--- config.mk ---
export PLATFORM = sky130hd
export DESIGN_NAME = regfile_exec
export DESIGN_NICKNAME = d
export VERILOG_FILES = /design/src/rtl/regfile_exec.sv
export SDC_FILE = /design/constraint.sdc
export NUM_CORES = 1
export LEC_CHECK = 0
export ABC_AREA = 1
export CELL_PAD_IN_SITES_DETAIL_PLACEMENT = 0
export CELL_PAD_IN_SITES_GLOBAL_PLACEMENT = 1
export CORE_MARGIN = 3
export CORE_UTILIZATION = 47
export CTS_CLUSTER_SIZE = 8
export DETAILED_ROUTE_END_ITERATION = 8
export DONT_BUFFER_PORTS = 1
export PLACE_DENSITY = 0.85
export SLEW_MARGIN = 20
export SYNTH_ARGS = -nofsm -noshare
export SYNTH_HDL_FRONTEND = slang
export SYNTH_SLANG_ARGS = --single-unit
--- constraint.sdc ---
create_clock -name clk -period 2.2 [get_ports clk]
set_input_delay 0.11 -clock clk [delete_from_list [all_inputs] [get_ports clk]]
set_output_delay 0.11 -clock clk [all_outputs]
set_load 0.01 [all_outputs]
--- src/rtl/regfile_exec.sv ---
// Execute/write-back stage: four general registers, single-cycle ALU and shift-add multiplier.
// Optional build macro REGFILE_EXEC_R0_ZERO_EN hardwires R0 to zero and drops writes to it.
module regfile_exec #(
  parameter int WIDTH = 8
) (
  input  logic               clk,
  input  logic               rst_n,
  input  logic               start,
  input  logic [3:0]         opcode,
  input  logic [1:0]         dst,
  input  logic [2*WIDTH-1:0] opts,
  output logic               busy,
  output logic               done,
  output logic               zf,
  output logic               cf,
  output logic [WIDTH-1:0]   R0,
  output logic [WIDTH-1:0]   R1,
  output logic [WIDTH-1:0]   R2,
  output logic [WIDTH-1:0]   R3
);

  // state  | meaning
  // S_IDLE | waiting for start; operands latched on accept
  // S_EXEC | single-cycle ALU result captured, or multiplier initialised
  // S_MUL  | shift-add, one multiplier bit per cycle, LSB first
  // S_WB   | result written to R[dst], flags updated, done pulsed
  typedef enum logic [1:0] {S_IDLE, S_EXEC, S_MUL, S_WB} state_t;

  localparam logic [3:0] OP_ADD = 4'd0;
  localparam logic [3:0] OP_SUB = 4'd1;
  localparam logic [3:0] OP_AND = 4'd2;
  localparam logic [3:0] OP_OR  = 4'd3;
  localparam logic [3:0] OP_XOR = 4'd4;
  localparam logic [3:0] OP_NOT = 4'd5;
  localparam logic [3:0] OP_MOV = 4'd6;
  localparam logic [3:0] OP_SHL = 4'd7;
  localparam logic [3:0] OP_SHR = 4'd8;
  localparam logic [3:0] OP_MUL = 4'd9;
  localparam int CW = $clog2(WIDTH + 1);

  state_t               r_state;
  logic [WIDTH-1:0]     r_a;
  logic [WIDTH-1:0]     r_b;
  logic [3:0]           r_op;
  logic [1:0]           r_dst;
  logic [WIDTH-1:0]     r_res;
  logic                 r_cf;
  logic [2*WIDTH-1:0]   r_prod;
  logic [2*WIDTH-1:0]   r_mcand;
  logic [WIDTH-1:0]     r_mplier;
  logic [CW-1:0]        r_cnt;
  logic [WIDTH-1:0]     r_regs [4];

  logic [WIDTH:0]       w_sum;
  logic [WIDTH:0]       w_diff;
  logic [WIDTH-1:0]     w_res;
  logic                 w_cf;
  logic [2*WIDTH-1:0]   w_prod_nxt;

  assign w_sum      = {1'b0, r_a} + {1'b0, r_b};
  assign w_diff     = {1'b0, r_a} - {1'b0, r_b};
  assign w_prod_nxt = r_mplier[0] ? (r_prod + r_mcand) : r_prod;

  always_comb begin
    w_res = '0;
    w_cf  = 1'b0;
    case (r_op)
      OP_ADD: begin w_res = w_sum[WIDTH-1:0];  w_cf = w_sum[WIDTH];  end
      OP_SUB: begin w_res = w_diff[WIDTH-1:0]; w_cf = w_diff[WIDTH]; end
      OP_AND: w_res = r_a & r_b;
      OP_OR:  w_res = r_a | r_b;
      OP_XOR: w_res = r_a ^ r_b;
      OP_NOT: w_res = ~r_a;
      OP_MOV: w_res = r_b;
      OP_SHL: begin w_res = r_a << 1; w_cf = r_a[WIDTH-1]; end
      OP_SHR: begin w_res = r_a >> 1; w_cf = r_a[0];       end
      default: begin w_res = '0; w_cf = 1'b0; end
    endcase
  end

  always_ff @(posedge clk or negedge rst_n) begin
    if (!rst_n) begin
      r_state  <= S_IDLE;
      r_a      <= '0;
      r_b      <= '0;
      r_op     <= '0;
      r_dst    <= '0;
      r_res    <= '0;
      r_cf     <= 1'b0;
      r_prod   <= '0;
      r_mcand  <= '0;
      r_mplier <= '0;
      r_cnt    <= '0;
      done     <= 1'b0;
      zf       <= 1'b0;
      cf       <= 1'b0;
      for (int i = 0; i < 4; i++) r_regs[i] <= '0;
    end else begin
      done <= 1'b0;
      case (r_state)
        S_IDLE: begin
          if (start) begin
            r_a     <= opts[2*WIDTH-1:WIDTH];
            r_b     <= opts[WIDTH-1:0];
            r_op    <= opcode;
            r_dst   <= dst;
            r_state <= S_EXEC;
          end
        end
        S_EXEC: begin
          if (r_op == OP_MUL) begin
            r_prod   <= '0;
            r_mcand  <= {{WIDTH{1'b0}}, r_a};
            r_mplier <= r_b;
            r_cnt    <= CW'(WIDTH);
            r_state  <= S_MUL;
          end else begin
            r_res   <= w_res;
            r_cf    <= w_cf;
            r_state <= S_WB;
          end
        end
        S_MUL: begin
          r_prod   <= w_prod_nxt;
          r_mcand  <= r_mcand << 1;
          r_mplier <= r_mplier >> 1;
          r_res    <= w_prod_nxt[WIDTH-1:0];
          r_cf     <= |w_prod_nxt[2*WIDTH-1:WIDTH];
          r_cnt    <= r_cnt - 1'b1;
          if (r_cnt == CW'(1)) r_state <= S_WB;
        end
        S_WB: begin
          done    <= 1'b1;
          r_state <= S_IDLE;
          // opcodes above MUL are NOPs: no write, flags hold
          if (r_op <= OP_MUL) begin
`ifdef REGFILE_EXEC_R0_ZERO_EN
            if (r_dst != 2'd0) r_regs[r_dst] <= r_res;
`else
            r_regs[r_dst] <= r_res;
`endif
            zf <= (r_res == '0);
            cf <= r_cf;
          end
        end
        default: r_state <= S_IDLE;
      endcase
    end
  end

  assign busy = (r_state != S_IDLE);
  assign R0   = r_regs[0];
  assign R1   = r_regs[1];
  assign R2   = r_regs[2];
  assign R3   = r_regs[3];

endmodule
# --- Word level (Yosys, flattened, before mapping) ---
# Cells that the tools add are included.
# Widths: inputs -> output; s select.
word_totals:
  reg_bits: 112
  latch_bits: 0
  ram_bits: 0
  romBits: 0
  input_bits: 25
  out_inout_bits: 36
  memories: 0
classes:
  add_sub_neg: 4
  multipliers: 0
  div: 0
  order_cmp: 3
  eq_ne: 17
  shift: 0
  muxes: 23
  n_bitwise: 5
  n_reduce_logical: 12
op_table:
  columns: ["op", "count"]
  rows:
  - ["$pmux 8 s9", 1]
  - ["$pmux 16 s2", 2]
  - ["$mux 16", 3]
  - ["$bwmux 32", 1]
  - ["$pmux 8 s2", 2]
  - ["$mux 8", 3]
  - ["$add 16x16->16", 1]
  - ["$demux 8 s2", 1]
  - ["$eq 4x3->1 const B", 4]
  - ["$reduce_and 2->1", 5]
  - ["$add 8x8->9", 1]
  - ["$sub 8x8->9", 1]
  - ["$and 8x8->8", 1]
  - ["$eq 4x1->1 const B", 2]
  - ["$eq 4x2->1 const B", 2]
  - ["$eq 4x4->1 const B", 2]
  - ["$logic_not 8->1", 1]
  - ["$ne 2x2->1 const B", 4]
  - ["$not 8->8", 1]
  - ["$or 8x8->8", 1]
  - ["$pmux 2 s4", 1]
  - ["$pmux 4 s2", 1]
  - ["$reduce_or 8->1", 1]
  - ["$xor 8x8->8", 1]
  - ["other kinds (16)", 21]

# --- Depth between registers and ports, before layout ---
# Gate-level depths: netlist (run 1).
depth:
  word_depth: 6
  mapped_depth: 16
  depth_no_buf: 16

# --- Worst setup path before layout (run 1) ---
# OpenSTA, ideal clock, no wires.
synth_timing:
  path_type: "register to register"
  start: "register r_prod[0]"
  end: "register r_cf"
  t_arrival_ns: 1.854
  required_time_ns: 2.084
  slack_ns: 0.230
  path_stages_with_launch: 17
  path_buffers: 0
  synth_period_minus_slack_ns: 1.970
  path_cell_list: "dfrtp_1 > ha_1 > fa_1 > nand2_1 > nand2_1 > nand3_1 > nand2_1 > nand2_1 > nand2_1 > nand2_1 > nand3_1 > nand2_1 > nand2_1 > nor2_1 > nand2_1 > nand2_1 > nand2_1"
synth_via:
  elab_chain_len: 4
synth_lines:
  columns: ["item", "line", "source"]
  rows:
  - ["from (decl)", "48", "logic [2*WIDTH-1:0] r_prod;"]
  - ["from (signal assigned)", "124", "r_prod <= w_prod_nxt;"]
  - ["$add 16x16->16", "62", "assign w_prod_nxt = r_mplier[0] ? (r_prod + r_mcand) : r_prod;"]
  - ["$mux 16", "62", null]
  - ["$reduce_or 8->1", "128", "r_cf <= |w_prod_nxt[2*WIDTH-1:WIDTH];"]
  - ["$pmux 1 s2", "100", "case (r_state)"]
  - ["to (signal assigned)", "119", "r_cf <= w_cf;"]
  - ["to (signal assigned)", "128", null]
  - ["to (decl)", "47", "logic r_cf;"]
# No other way between the ends.
# A chain may end at the register's enable or synchronous reset.

# --- Final worst setup path (run 1) ---
layout_timing:
  start: "register r_mcand[0]"
  end: "register r_cf"
layout_via:
  elab_chain_len: 4
layout_lines:
  columns: ["item", "line", "source"]
  rows:
  - ["from (decl)", "49", "logic [2*WIDTH-1:0] r_mcand;"]
  - ["from (signal assigned)", "113", "r_mcand <= {{WIDTH{1'b0}}, r_a};"]
  - ["from (signal assigned)", "125", "r_mcand <= r_mcand << 1;"]
  - ["$add 16x16->16", "62", null]
  - ["$mux 16", "62", null]
  - ["$reduce_or 8->1", "128", null]
  - ["$pmux 1 s2", "100", null]
# No other way between the ends.

==> impl_metrics.tcl, run 1 <==
set metrics [dict create \
    clk_latency_ns 0.37 \
    io_pins 61 \
    synth_adder_area_share 0.0929 \
    period_minus_slack_ns 2.04 \
    portBuffers 0 \
    worst_pin_slew_ns 0.519 \
    grt_pass1_wl_um 30400 \
    reg2reg_from "r_mcand[0]$_DFFE_PN0P_" \
    yosysTopAreaCellShare 0.410 \
    setup_viol 0 \
    maxCapViolations 0 \
    core_region_area_um2 14000 \
    grt-ovfl-total 0 \
    syn_inst 920 \
    min_path_type "in2async" \
    post-dp-hpwl_um 13600 \
    cts_buffer_depth 2 \
    die-area_um2 16000 \
    cts_tree "built" \
    cts_max_level 3 \
    finalWirelength_um 18200 \
    cp_slowest_stage_delay_ns 0.39 \
    detail-route-antenna-nets 0 \
    place_ws_ns 0.0585 \
    fmax_mhz 489 \
    die_w_um 127 \
    fin_util 0.560 \
    cp.required_ns 2.46 \
    yosys.area_share.simple 0.241 \
    cpMaxStageDelayCell "dfrtp_1" \
    yosysSeqAreaShare 0.410 \
    path_clk_slew_ns 0.09 \
    post-route-drc-count 0 \
    hold_slack_ns -0.579 \
    synth.area.top_cells "dfrtp_1, nand2_1, ha_1" \
    nets 1038 \
    violations "hold timing" \
    gp_congestion 0.927 \
    drtIter0Drc 391 \
    stdcell_count 1149 \
    synth_compound_area_frac 0.160 \
    powerDensity_nw_per_um2 1680 \
    final_common_cell "nand2_1" \
    grt_usage 0.235 \
    synth_xor_area_frac 0.00384 \
    leakagePower_nw 3.98 \
    crit_fanout 3 \
    skew_ns 0.0106 \
    slew-limit-headroom 0.653 \
    grt_max_degree 113 \
    yosys.area.top_type "dfrtp_1" \
    synth_top_family_by_area "simple AND/OR/NAND/NOR gates" \
    holdBufCountCts 22 \
    start_kind "register" \
    placed_cells 1107 \
    synthMuxAreaShare 0.00329 \
    grt_pass1_vias 5929 \
    finalCritPeriodShare 0.929 \
    most-common-layout-cells "nand2_1, inv_1, dfrtp_1" \
    avgSynthCellArea_um2 7.44 \
    end_kind "register" \
    syn_area_um2 6840 \
    start_util 0.487 \
    root_buffer "clkbuf_16" \
    viasPerCell 5.31 \
    wire_per_inst_um 15.9 \
    maxSlewViolCount 0 \
    diodes 0 \
    antenna_found_initial 0 \
    std_cell_rows 43 \
    cp.arrival_ns 2.30 \
    ir_drop_uv 923 \
    ys_warn_count 0 \
    crit_type "reg2reg" \
    hold_violations 112 \
    crit_chain "ha_2 -> fa_2 -> nand2_2 -> nand2_2 -> nand3_2 -> nand2_2 -> nand2_2 -> nand2_1 -> nand2_1 -> nand3_1 -> nand2_1 -> nand2_1 -> nor2_1 -> nand2_1 -> nand2_1 -> nand2_1" \
    drtPass1Iterations 5 \
    synth_cell_types 35 \
    layout_setup_ws_ns 0.156 \
    cp-startpoint "r_mcand[0]$_DFFE_PN0P_" \
    layout-drive-gt1-share 0.0929 \
    die_h_um 127 \
    status "finished, violations left" \
    cpMostUsedCell "nand2_1" \
    rsz0062_at_grt "yes" \
    numCtsBuffers 9 \
    areaGrowthSynthToFinish_pct 14.9 \
    synth_nets 994 \
    synth-seq-cells 112 \
    vias 6102 \
    cts_sinks 112 \
]
## worst max-delay path, delay by kind of cell (launching register included)
family / cells / cell delay [ns]
and+or+nand+nor: 14 / 0.97
adders and majority gates: 2 / 0.58
DFF: 1 / 0.39
## kinds of logic after synthesis
group / Yosys count
fa+ha+maj: 49
compound gates: 195
flops: 112
simple gates: 400
buf+inv: 159
mux: 2
xor+xnor: 3
## layout make-up
class	instances	area [um2]
clock inverters	7	97.6
clock buffers	9	225
well taps	180	225
fillers	1364	6180
multi-input cells	649	3510
inverters	132	495
flip-flops and latches	112	2800
repair buffers	60	505
## cell usage after synthesis
| cell type | n |
|---|---|
| a211oi_1 | 2 |
| a21boi_0 | 2 |
| a21oi_1 | 52 |
| a21oi_2 | 1 |
| a22o_1 | 2 |
| a22oi_1 | 1 |
| a31oi_1 | 9 |
| and2_1 | 3 |
| buf_2 | 11 |
| clkbuf_1 | 16 |
| dfrtp_1 | 112 |
| fa_1 | 3 |
| ha_1 | 46 |
| inv_1 | 130 |
| inv_2 | 2 |
| mux2_2 | 2 |
| nand2_1 | 228 |
| nand2_2 | 1 |
| nand3_1 | 61 |
| nand4_1 | 10 |
| nor2_1 | 83 |
| nor2_2 | 3 |
| nor2_4 | 1 |
| nor3_1 | 4 |
| o211ai_1 | 12 |
| o21ai_0 | 73 |
| o21ai_1 | 2 |
| o21bai_1 | 1 |
| o221ai_1 | 1 |
| o22ai_1 | 35 |
| o31ai_1 | 2 |
| or2_0 | 1 |
| or2_2 | 5 |
| xnor2_1 | 1 |
| xor2_1 | 2 |
## sequential cells by signal, indices dropped and copies added (netlist names), 8 cells and up
signal,flops
r_mcand,16
r_prod,16
R0,8
R1,8
R2,8
R3,8
r_a,8
r_b,8
r_mplier,8
r_res,8
## through the flow
step	TNS (ns)	area, um2	total power, mW
after floorplan	0	6840	8.95
final	0	7860	13.2
after global routing	-0.0532	7860	14.5
after global placement	0	7210	11.2
after CTS	0	7760	13.1
after detailed placement	0	7210	11.2
## path summary, 6_finish.rpt
kind / to / cells after the start / slack [ns]
worst max-delay path: r_cf$_DFFE_PN0P_ / 16 / 0.16
worst min-delay path: R3[3]$_DFFE_PN0P_ / 0 / -0.58
worst max register to register: r_cf$_DFFE_PN0P_ / 16 / 0.16
worst min register to register: r_cnt[3]$_DFFE_PN0P_ / 2 / 0.50
max in group asynchronous: r_b[1]$_DFFE_PN0P_ / 0 / 2.61
min in group clk: r_state[1]$_DFFE_PN0P_ / 3 / 0.09
## metal layers
| metal | share of wire | routed length, um | track usage |
|---|---|---|---|
| met5 | 0 | 0 | 0 |
| met4 | 0.019 | 343 | 0.0599 |
| met3 | 0.035 | 644 | 0.0383 |
| met1 | 0.45 | 8290 | 0.316 |
| met2 | 0.49 | 8960 | 0.398 |
## power breakdown
group | leakage (nW) | total (mW) | internal (mW) | switching (mW)
logic | 2.45 | 7.73 | 2.77 | 4.96
registers | 1.38 | 3.76 | 3.00 | 0.767
clock network | 0.157 | 1.75 | 0.842 | 0.905
total | 3.98 | 13.2 | 6.61 | 6.63
## repair_timing
item                                   4_1_cts  5_1_grt
endpoints found under the hold margin      134      112
resized for setup                            0       23
setup buffers                                0        4
setup endpoints to repair                    0        7
Note: power is estimated with default switching activity, not from simulation.
==> inputs of run 2 (changes only) <==
--- a/config.mk
+++ b/config.mk
@@ -13,7 +13,7 @@
 export CTS_CLUSTER_SIZE = 8
 export DETAILED_ROUTE_END_ITERATION = 8
 export DONT_BUFFER_PORTS = 1
-export PLACE_DENSITY = 0.85
+export PLACE_DENSITY = 0.87
 export SLEW_MARGIN = 20
 export SYNTH_ARGS = -nofsm -noshare
 export SYNTH_HDL_FRONTEND = slang
==> impl_metrics.tcl, run 2 (same netlist as run 1, synthesis figures left out) <==
set metrics [dict create \
    seqPwrFrac 0.287 \
    switching_share 0.498 \
    ir_drop_uv 683 \
    fin_util 0.559 \
    start_kind "register" \
    holdBufCountCts 22 \
    min_path_type "in2async" \
    numCtsBuffers 9 \
    maxCapViolations 0 \
    clk_latency_ns 0.36 \
    maxSlewViolCount 0 \
    gp_congestion 0.933 \
    setup_viol 0 \
    viasPerCell 5.37 \
    reg2reg_from "r_prod[6]$_DFFE_PN0P_" \
    worst_pin_slew_ns 0.560 \
    die_w_um 127 \
    layout-drive-gt1-share 0.0860 \
    grt_usage 0.235 \
    finalWirelength_um 18400 \
    p_switching_mw 6.59 \
    path_clk_slew_ns 0.08 \
    grt_max_degree 113 \
    leakagePower_nw 3.96 \
    skew_ns 0.0115 \
    clockPowerShare 0.127 \
    final_common_cell "nand2_1" \
    final.setup.tns_ns 0 \
    crit_fanout 4 \
    p_int_mw 6.63 \
    nets 1034 \
    detail-route-antenna-nets 0 \
    core_region_area_um2 14000 \
    hold_violations 112 \
    combPwrFrac 0.586 \
    drtPass1Iterations 4 \
    cp.required_ns 2.45 \
    most-common-layout-cells "nand2_1, inv_1, dfrtp_1" \
    hold_slack_ns -0.565 \
    fmax_mhz 485 \
    drtIter0Drc 401 \
    cp-startpoint "r_prod[6]$_DFFE_PN0P_" \
    std_cell_rows 43 \
    fin_area_um2 7850 \
    end_kind "register" \
    place_area_um2 7240 \
    status "finished, violations left" \
    areaGrowthSynthToFinish_pct 14.7 \
    cts_buffer_depth 2 \
    diodes 0 \
    reg_top3 "r_mcand: 16 flops, r_prod: 16 flops" \
    crit_type "reg2reg" \
    grt_pass1_wl_um 30700 \
    antenna_found_initial 0 \
    grt-ovfl-total 0 \
    rsz0062_at_grt "yes" \
    slew-limit-headroom 0.626 \
    start_util 0.487 \
    place_ws_ns 0.0467 \
    finalCritPeriodShare 0.936 \
    portBuffers 0 \
    die_h_um 127 \
    cts_tree "built" \
    powerDensity_nw_per_um2 1680 \
    period_minus_slack_ns 2.06 \
    post-route-drc-count 0 \
    violations "hold timing" \
    cts_max_level 3 \
    wire_per_inst_um 16.1 \
    die-area_um2 16000 \
    root_buffer "clkbuf_16" \
    cp.arrival_ns 2.31 \
    layout_setup_ws_ns 0.140 \
    cts_sinks 112 \
    vias 6147 \
    post-dp-hpwl_um 13400 \
    fillers 1337 \
    io_pins 61 \
    grt_pass1_vias 6106 \
]
-- run 2: cell types whose count changed in the layout (fill, tap and decap cells not counted), moves of 2 or more --
cell / change
ha_1: -2
nand2_1: +2
nor2_2: +2
buf_12: +2
buf_4: -6
nand2_2: -2
ha_4: +2
-- run 2: per-stage QoR --
stage,total power [mW],cells
final,13.2,1145
after global routing,14.5,1145
after CTS,13.0,1145
after detailed placement,11.3,1107
after global placement,11.2,1107
after floorplan,8.95,920
-- run 2: layout make-up --
type | count | area [um2] | share of cell area
Multi-Input combinational cell | 649 | 3510 | 0.448
Sequential cell | 112 | 2800 | 0.357
Timing Repair Buffer | 56 | 500 | 0.0638
Inverter | 132 | 495 | 0.0632
Clock buffer | 10 | 239 | 0.0305
Tap cell | 180 | 225 | 0.0287
Clock inverter | 6 | 68.8 | 0.00877
-- run 2: worst paths after layout --
check,endpoint,slack (ns),cells after the start
setup / recovery,r_cf$_DFFE_PN0P_,0.14,15
hold / removal,R3[7]$_DFFE_PN0P_,-0.56,0
setup reg to reg,r_cf$_DFFE_PN0P_,0.14,15
hold reg to reg,r_res[6]$_DFFE_PN0P_,0.49,2
max in group asynchronous,r_mcand[2]$_DFFE_PN0P_,2.60,0
min in group clk,r_state[1]$_DFFE_PN0P_,0.08,3
-- run 2: per-layer routing --
metal	GRT usage	vias up	wire length [um]
met5	0	-	0
met4	0.0618	0	302
met3	0.0434	27	823
met2	0.397	168	8870
met1	0.312	2859	8390
li1	-	3093	-
-- run 2: power by group through the flow --
stage	logic, mW	registers [mW]	clock network, mW
after global routing	8.77	3.91	1.79
after global placement	7.42	3.79	0
after floorplan	5.30	3.65	0
after CTS	7.53	3.77	1.71
final	7.74	3.79	1.68
after detailed placement	7.46	3.81	0
-- run 2: worst max-delay path: stages, from the launching register on --
cell	delay, ns
dfrtp_1	0.41
ha_1	0.37
nand2_1	0.15
inv_1	0.05
nand2_1	0.06
nand2_1	0.07
inv_1	0.05
nand2_1	0.10
nand2_1	0.15
nand3_1	0.09
nand3_1	0.09
nand2_1	0.07
nor2_1	0.12
nand2_1	0.08
nand2_1	0.06
nand2_1	0.04
-- run 2: repair_timing --
action	in CTS	in global routing
buffers inserted	0	0
resized for setup	0	19
setup endpoints to repair	0	5
endpoints found under the hold margin	134	112
